==> config.mk <==
export PLATFORM = sky130hd
export DESIGN_NAME = tetris_game_ctrl
export DESIGN_NICKNAME = d
export VERILOG_FILES = /design/src/rtl/tetris_game_ctrl.sv
export SDC_FILE = /design/constraint.sdc
export NUM_CORES = 1
export LEC_CHECK = 0
export BUFFER_PORTS_ARGS = -buffer_cell sky130_fd_sc_hd__buf_4
export CAP_MARGIN = 20
export CORE_MARGIN = 2
export CORE_UTILIZATION = 50
export DETAILED_ROUTE_END_ITERATION = 7
export PLACE_DENSITY = 0.73
export SYNTH_ARGS = -nofsm -noshare
export SYNTH_HDL_FRONTEND = slang
export SYNTH_SLANG_ARGS = --single-unit
==> constraint.sdc <==
create_clock -name clk -period 2.04 [get_ports clk]
set_input_delay 0.204 -clock clk [delete_from_list [all_inputs] [get_ports clk]]
set_output_delay 0.204 -clock clk [all_outputs]
set_load 0.05 [all_outputs]
==> src/rtl/tetris_game_ctrl.sv <==
// rtl/tetris_game_ctrl.sv - Tetris sequencing controller: gravity, input arbitration, command channel, score
module tetris_game_ctrl #(
    parameter int GRAVITY_TICKS = 60
) (
    input  logic        clk,
    input  logic        reset,
    input  logic        run,
    input  logic        tick,
    input  logic        rotate,
    input  logic        rotate_direction,
    input  logic        left,
    input  logic        right,
    output logic        cmd_valid,
    output logic [2:0]  cmd_op,
    input  logic        cmd_ready,
    input  logic        rsp_valid,
    input  logic        rsp_ok,
    input  logic [2:0]  rows_cleared,
    output logic        game_over,
    output logic [15:0] lines,
    output logic [19:0] score,
    output logic [2:0]  state
);
    localparam int CW = (GRAVITY_TICKS > 1) ? $clog2(GRAVITY_TICKS) : 1;

    localparam logic [2:0] OP_SPAWN = 3'd0, OP_LEFT = 3'd1, OP_RIGHT = 3'd2, OP_ROT_CW = 3'd3,
                           OP_ROT_CCW = 3'd4, OP_DOWN = 3'd5, OP_LOCK = 3'd6, OP_CLEAR = 3'd7;

    typedef enum logic [2:0] {
        S_IDLE  = 3'd0, S_SPAWN = 3'd1, S_READY = 3'd2, S_ISSUE = 3'd3,
        S_WAIT  = 3'd4, S_LOCK  = 3'd5, S_CLEAR = 3'd6, S_OVER  = 3'd7
    } state_t;

    state_t          st;
    logic            pend_rot, pend_left, pend_right, pend_grav, rot_cw;
    logic [CW-1:0]   gcnt;

    logic            accept_req, set_rot, set_left, set_right;
    logic            grav_run, grav_wrap, pick;
    logic            take_rot, take_left, take_right, take_grav;
    logic [2:0]      rows_eff;
    logic [10:0]     score_add;
    logic [20:0]     score_sum;
    logic [16:0]     lines_sum;

    assign state = st;

    assign accept_req = run && (st != S_IDLE) && (st != S_OVER);
    assign set_rot    = accept_req && rotate;
    assign set_left   = accept_req && left && !right;
    assign set_right  = accept_req && right && !left;

    assign grav_run  = run && (st == S_READY || st == S_ISSUE || st == S_WAIT);
    assign grav_wrap = grav_run && tick && (gcnt == CW'(GRAVITY_TICKS - 1));

    // Fixed arbitration: rotate > left > right > gravity.
    assign pick       = run && (st == S_READY);
    assign take_rot   = pick && pend_rot;
    assign take_left  = pick && !pend_rot && pend_left;
    assign take_right = pick && !pend_rot && !pend_left && pend_right;
    assign take_grav  = pick && !pend_rot && !pend_left && !pend_right && pend_grav;

    always_comb begin
        rows_eff = (rows_cleared > 3'd4) ? 3'd4 : rows_cleared;
        case (rows_eff)
            3'd1:    score_add = 11'd40;
            3'd2:    score_add = 11'd100;
            3'd3:    score_add = 11'd300;
            3'd4:    score_add = 11'd1200;
            default: score_add = 11'd0;
        endcase
        score_sum = {1'b0, score} + {10'd0, score_add};
        lines_sum = {1'b0, lines} + {14'd0, rows_eff};
    end

    always_ff @(posedge clk) begin
        if (reset) begin
            st         <= S_IDLE;
            cmd_valid  <= 1'b0;
            cmd_op     <= OP_SPAWN;
            game_over  <= 1'b0;
            lines      <= '0;
            score      <= '0;
            pend_rot   <= 1'b0;
            pend_left  <= 1'b0;
            pend_right <= 1'b0;
            pend_grav  <= 1'b0;
            rot_cw     <= 1'b0;
            gcnt       <= '0;
        end else begin
            // A pulse landing on the consuming cycle re-arms its flag.
            pend_rot   <= (pend_rot   && !take_rot)   || set_rot;
            pend_left  <= (pend_left  && !take_left)  || set_left;
            pend_right <= (pend_right && !take_right) || set_right;
            pend_grav  <= (pend_grav  && !take_grav)  || grav_wrap;
            if (set_rot)
                rot_cw <= rotate_direction;
            if (grav_run && tick)
                gcnt <= grav_wrap ? '0 : gcnt + CW'(1);

            case (st)
                S_IDLE: if (run) st <= S_SPAWN;
                S_SPAWN: if (run) begin
                    pend_rot   <= 1'b0;
                    pend_left  <= 1'b0;
                    pend_right <= 1'b0;
                    pend_grav  <= 1'b0;
                    gcnt       <= '0;
                    cmd_valid  <= 1'b1;
                    cmd_op     <= OP_SPAWN;
                    st         <= S_ISSUE;
                end
                S_READY: if (take_rot || take_left || take_right || take_grav) begin
                    cmd_valid <= 1'b1;
                    st        <= S_ISSUE;
                    if (take_rot)       cmd_op <= rot_cw ? OP_ROT_CW : OP_ROT_CCW;
                    else if (take_left) cmd_op <= OP_LEFT;
                    else if (take_right) cmd_op <= OP_RIGHT;
                    else                cmd_op <= OP_DOWN;
                end
                S_ISSUE: if (cmd_ready) begin
                    cmd_valid <= 1'b0;
                    st        <= S_WAIT;
                end
                S_WAIT: if (rsp_valid) begin
                    case (cmd_op)
                        OP_SPAWN: begin
                            st        <= rsp_ok ? S_READY : S_OVER;
                            game_over <= !rsp_ok;
                        end
                        OP_DOWN:  st <= rsp_ok ? S_READY : S_LOCK;
                        OP_LOCK:  st <= S_CLEAR;
                        OP_CLEAR: begin
                            lines <= lines_sum[16] ? 16'hFFFF : lines_sum[15:0];
                            score <= score_sum[20] ? 20'hFFFFF : score_sum[19:0];
                            st    <= S_SPAWN;
                        end
                        default:  st <= S_READY;
                    endcase
                end
                S_LOCK: if (run) begin
                    cmd_valid <= 1'b1;
                    cmd_op    <= OP_LOCK;
                    st        <= S_ISSUE;
                end
                S_CLEAR: if (run) begin
                    cmd_valid <= 1'b1;
                    cmd_op    <= OP_CLEAR;
                    st        <= S_ISSUE;
                end
                default: st <= S_OVER;
            endcase
        end
    end
endmodule

==> flow_metrics.env <==
export IMPL_ys_ff_latch=54
export IMPL_path_depth=9
export IMPL_postCtsHoldBufs=0
export IMPL_worstMarginPinSlew_ps=414
export IMPL_cts_tree="done"
export IMPL_crit_end="score[15]$_SDFFE_PP0P_"
export IMPL_layout_drive_gt1_share_pct=32.5
export IMPL_antenna_cells=0
export IMPL_multi_input_area_um2=2000
export IMPL_maxCapViolCount=0
export IMPL_seqCellArea_um2=1100
export IMPL_vias_per_cell=5.56
export IMPL_dpl_cell_count=534
export IMPL_first_pass_iters=5
export IMPL_synth_top_area_cell="dfxtp_1"
export IMPL_grt_max_degree=34
export IMPL_arrival_ps=2190
export IMPL_reg2reg_depth=9
export IMPL_core_area_um2=5960
export IMPL_critPathBufInv=2
export IMPL_leakagePower_nw=1.80
export IMPL_synth_distinct_cells=58
export IMPL_tns_ps=0
export IMPL_powerDensity_nw_per_um2=490
export IMPL_period_minus_slack_ps=1960
export IMPL_cts_sinks=54
export IMPL_worstSetupPathType="reg2reg"
export IMPL_total_power_mw=2.02
export IMPL_clk_latency_ps=310
export IMPL_avgSynthCellArea_um2=8.24
export IMPL_start_util_pct=52.3
export IMPL_detail_route_antenna_nets=0
export IMPL_grt_pass1_wl_um=12300
export IMPL_detailed_place_hpwl_um=5610
export IMPL_cts_max_level=2
export IMPL_cp_startpoint="score[2]$_SDFFE_PP0P_"
export IMPL_clockRootBuffer="clkbuf_8"
export IMPL_num_rows=28
export IMPL_hold_class="in2reg"
export IMPL_drtIter0Drc=112
export IMPL_finalClockSkew_ps=10.4
export IMPL_syn_instance_count=378
export IMPL_setup_viol=0
export IMPL_slew_violations=0
export IMPL_crit_chain="ha_4, inv_1, fa_2, nor2b_2, o31a_1, o211a_4, nand2b_4, inv_2, a211oi_1"
export IMPL_fmaxAchievable_mhz=509
export IMPL_grt_pass1_vias=2746
export IMPL_status="finished, final reports clean"
export IMPL_slew_headroom_pct=72.1
export IMPL_cts_max_path_buffers=2
export IMPL_grt_usage_pct=20.9
export IMPL_fp_dieH_um=82.9
export IMPL_crit_required_ps=2270
export IMPL_drt_wirelength_per_cell_um=13.6
export IMPL_startpoint_type="flip-flop"
export IMPL_async_flop_share_pct=0
export IMPL_synth_enable_flop_cells=0
export IMPL_placement_cell_area_um2=3930
export IMPL_drc=0
export IMPL_yosysSeqAreaShare_pct=34.7
export IMPL_gp_congestion=0.904
export IMPL_peakVddDrop_mv=0.351
export IMPL_die_width_um=82.9
export IMPL_reg2reg_to="score[15]$_SDFFE_PP0P_"
export IMPL_hold_violations=0
export IMPL_fillers=502
export IMPL_ioPinCount=58
export IMPL_cts_buffers=5
export IMPL_cp_slowest_cell="dfxtp_4"
export IMPL_cpLargestDelayFamily="compound AO/OA/AOI/OAI gates"
export IMPL_areaGrowthSynthToFinish_pct=32.5
export IMPL_syn_nets=405
export IMPL_synth_flop_cell="dfxtp_1"
export IMPL_ff2ff_setup_slack_ps=80
export IMPL_period_share_pct=96.2
export IMPL_worstReg2RegStart="score[2]$_SDFFE_PP0P_"
export IMPL_finalNonFillerCells=546
export IMPL_synthTopCellsByArea="dfxtp_1 (35%), a21oi_1 (6.6%), nor2_1 (4.8%)"
export IMPL_syn_area_um2=3120
export IMPL_endpoint_kind="flip-flop"
export IMPL_grt_overflow=0
export IMPL_nets=497
export IMPL_yosysTopAreaCellShare_pct=34.7
export IMPL_path_max_fanout=7
export IMPL_portBuffers=57
export IMPL_vias=3034
export IMPL_critPathMaxStageDelay_ps=380
export IMPL_design_area_um2=4130
export IMPL_dieArea_um2=6880
export IMPL_drt_wl_total_um=7440
export IMPL_ys_warn_count=0
export IMPL_path_clk_slew_ps=100
export IMPL_antenna_found_initial=0
-- per-stage QoR --
step                      worst slack, ps  utilization (%)  hold WS [ps]
final                                76.8             69.3           154
after CTS                            7.79             67.7           148
after floorplan                      6.08                -           351
after global routing                -2.53             69.3           172
after detailed placement             -284             66.0           467
after global placement               -194             66.0           451
-- area by class of cell --
type / count / share of cell area, %
well taps: 75 / 2.27
inverters: 19 / 1.73
multi-input cells: 291 / 48.5
flip-flops and latches: 54 / 26.8
clock inverters: 1 / 0.121
repair buffers: 99 / 18.5
clock buffers: 7 / 2.09
-- cells by family after synthesis --
logic type | count (synthesis) | synth area share [%]
AOI/OAI and AO/OA | 107 | 22.7
xor gates and xnor gates | 15 | 4.22
adders and majority gates | 13 | 5.70
buffers and inverters | 33 | 4.18
DFF | 54 | 34.7
muxes | 4 | 1.29
and+or+nand+nor | 152 | 27.2
-- cells in the mapped netlist (2+ instances only) --
library cell / count
clkbuf_1: 10
or2_2: 2
nor2b_1: 6
nand3_1: 15
mux2i_1: 4
xnor2_1: 6
a211oi_1: 11
nand2b_1: 8
a21oi_1: 41
dfxtp_1: 54
a22oi_1: 3
o21ai_0: 15
nor3_1: 15
nor3_2: 3
and2_1: 4
nand2_1: 26
nor3b_1: 3
or3_1: 4
and4_1: 3
and3_1: 10
inv_1: 19
a31oi_1: 9
nor2_1: 40
and4b_1: 3
buf_2: 2
a21o_1: 2
xor2_1: 9
a311oi_1: 3
fa_1: 2
o21a_1: 5
ha_1: 11
o211a_1: 3
nor3_4: 2
-- cell usage in the layout, fill, tap and decap left out, drive strengths merged, types with 3 or more instances in the layout --
cell / Yosys / layout
a211oi: 11 / 11
a21oi: 41 / 41
a22oi: 3 / 3
a311oi: 3 / 3
a31oi: 9 / 9
and2: 4 / 4
and3: 10 / 10
and4: 3 / 3
and4b: 3 / 3
buf: 4 / 99
clkbuf: 10 / 7
dfxtp: 54 / 54
ha: 11 / 11
inv: 19 / 19
mux2i: 4 / 4
nand2: 26 / 26
nand2b: 8 / 8
nand3: 17 / 17
nor2: 40 / 40
nor2b: 6 / 6
nor3: 20 / 20
nor3b: 4 / 4
o211a: 4 / 4
o21a: 5 / 5
o21ai: 16 / 16
or3: 4 / 4
xnor2: 6 / 6
xor2: 9 / 9
-- how the worst min path moves through the flow --
stage          slack (ps)                  start  cells after the start                    end
2_1_floorplan         350       rotate_direction                      2    rot_cw$_SDFFE_PP0P_
3_3_place_gp          450  score[0]$_SDFFE_PP0P_                      2  score[0]$_SDFFE_PP0P_
3_5_place_dp          470    rot_cw$_SDFFE_PP0P_                      2    rot_cw$_SDFFE_PP0P_
4_1_cts               150       rotate_direction                      3    rot_cw$_SDFFE_PP0P_
5_1_grt               170                  right                      3   pend_left$_SDFF_PP0_
6_report              150       rotate_direction                      3    rot_cw$_SDFFE_PP0P_
-- where the power goes --
group | internal, mW | switching (mW)
clock network | 0.275 | 0.332
registers | 1.07 | 0.0255
logic | 0.135 | 0.188
total | 1.48 | 0.545
-- worst min-delay path, stage by stage --
cell and delay (ps):
buf_4 100, nand3_1 50, a21oi_1 50
-- timing repair --
| item | in CTS | in global routing |
|---|---|---|
| resized for setup | 1 | 15 |
| setup endpoints to repair | 3 | 16 |
| hold endpoints to repair | 0 | 0 |
| buffers inserted | 0 | 4 |
| pin swaps | 0 | 9 |
-- routing by layer --
layer  wire length (um)  vias to the layer above  global-route usage (%)  share of wire, %
li1                   -                     1559                       -                 -
met1               3600                     1394                    28.9                48
met2               3460                       73                    34.2                46
met3                317                        8                    3.88               4.3
met4                 63                        0                    4.47              0.85
met5                  0                        -                       0                 0
Note: power is estimated with default switching activity, not from simulation.
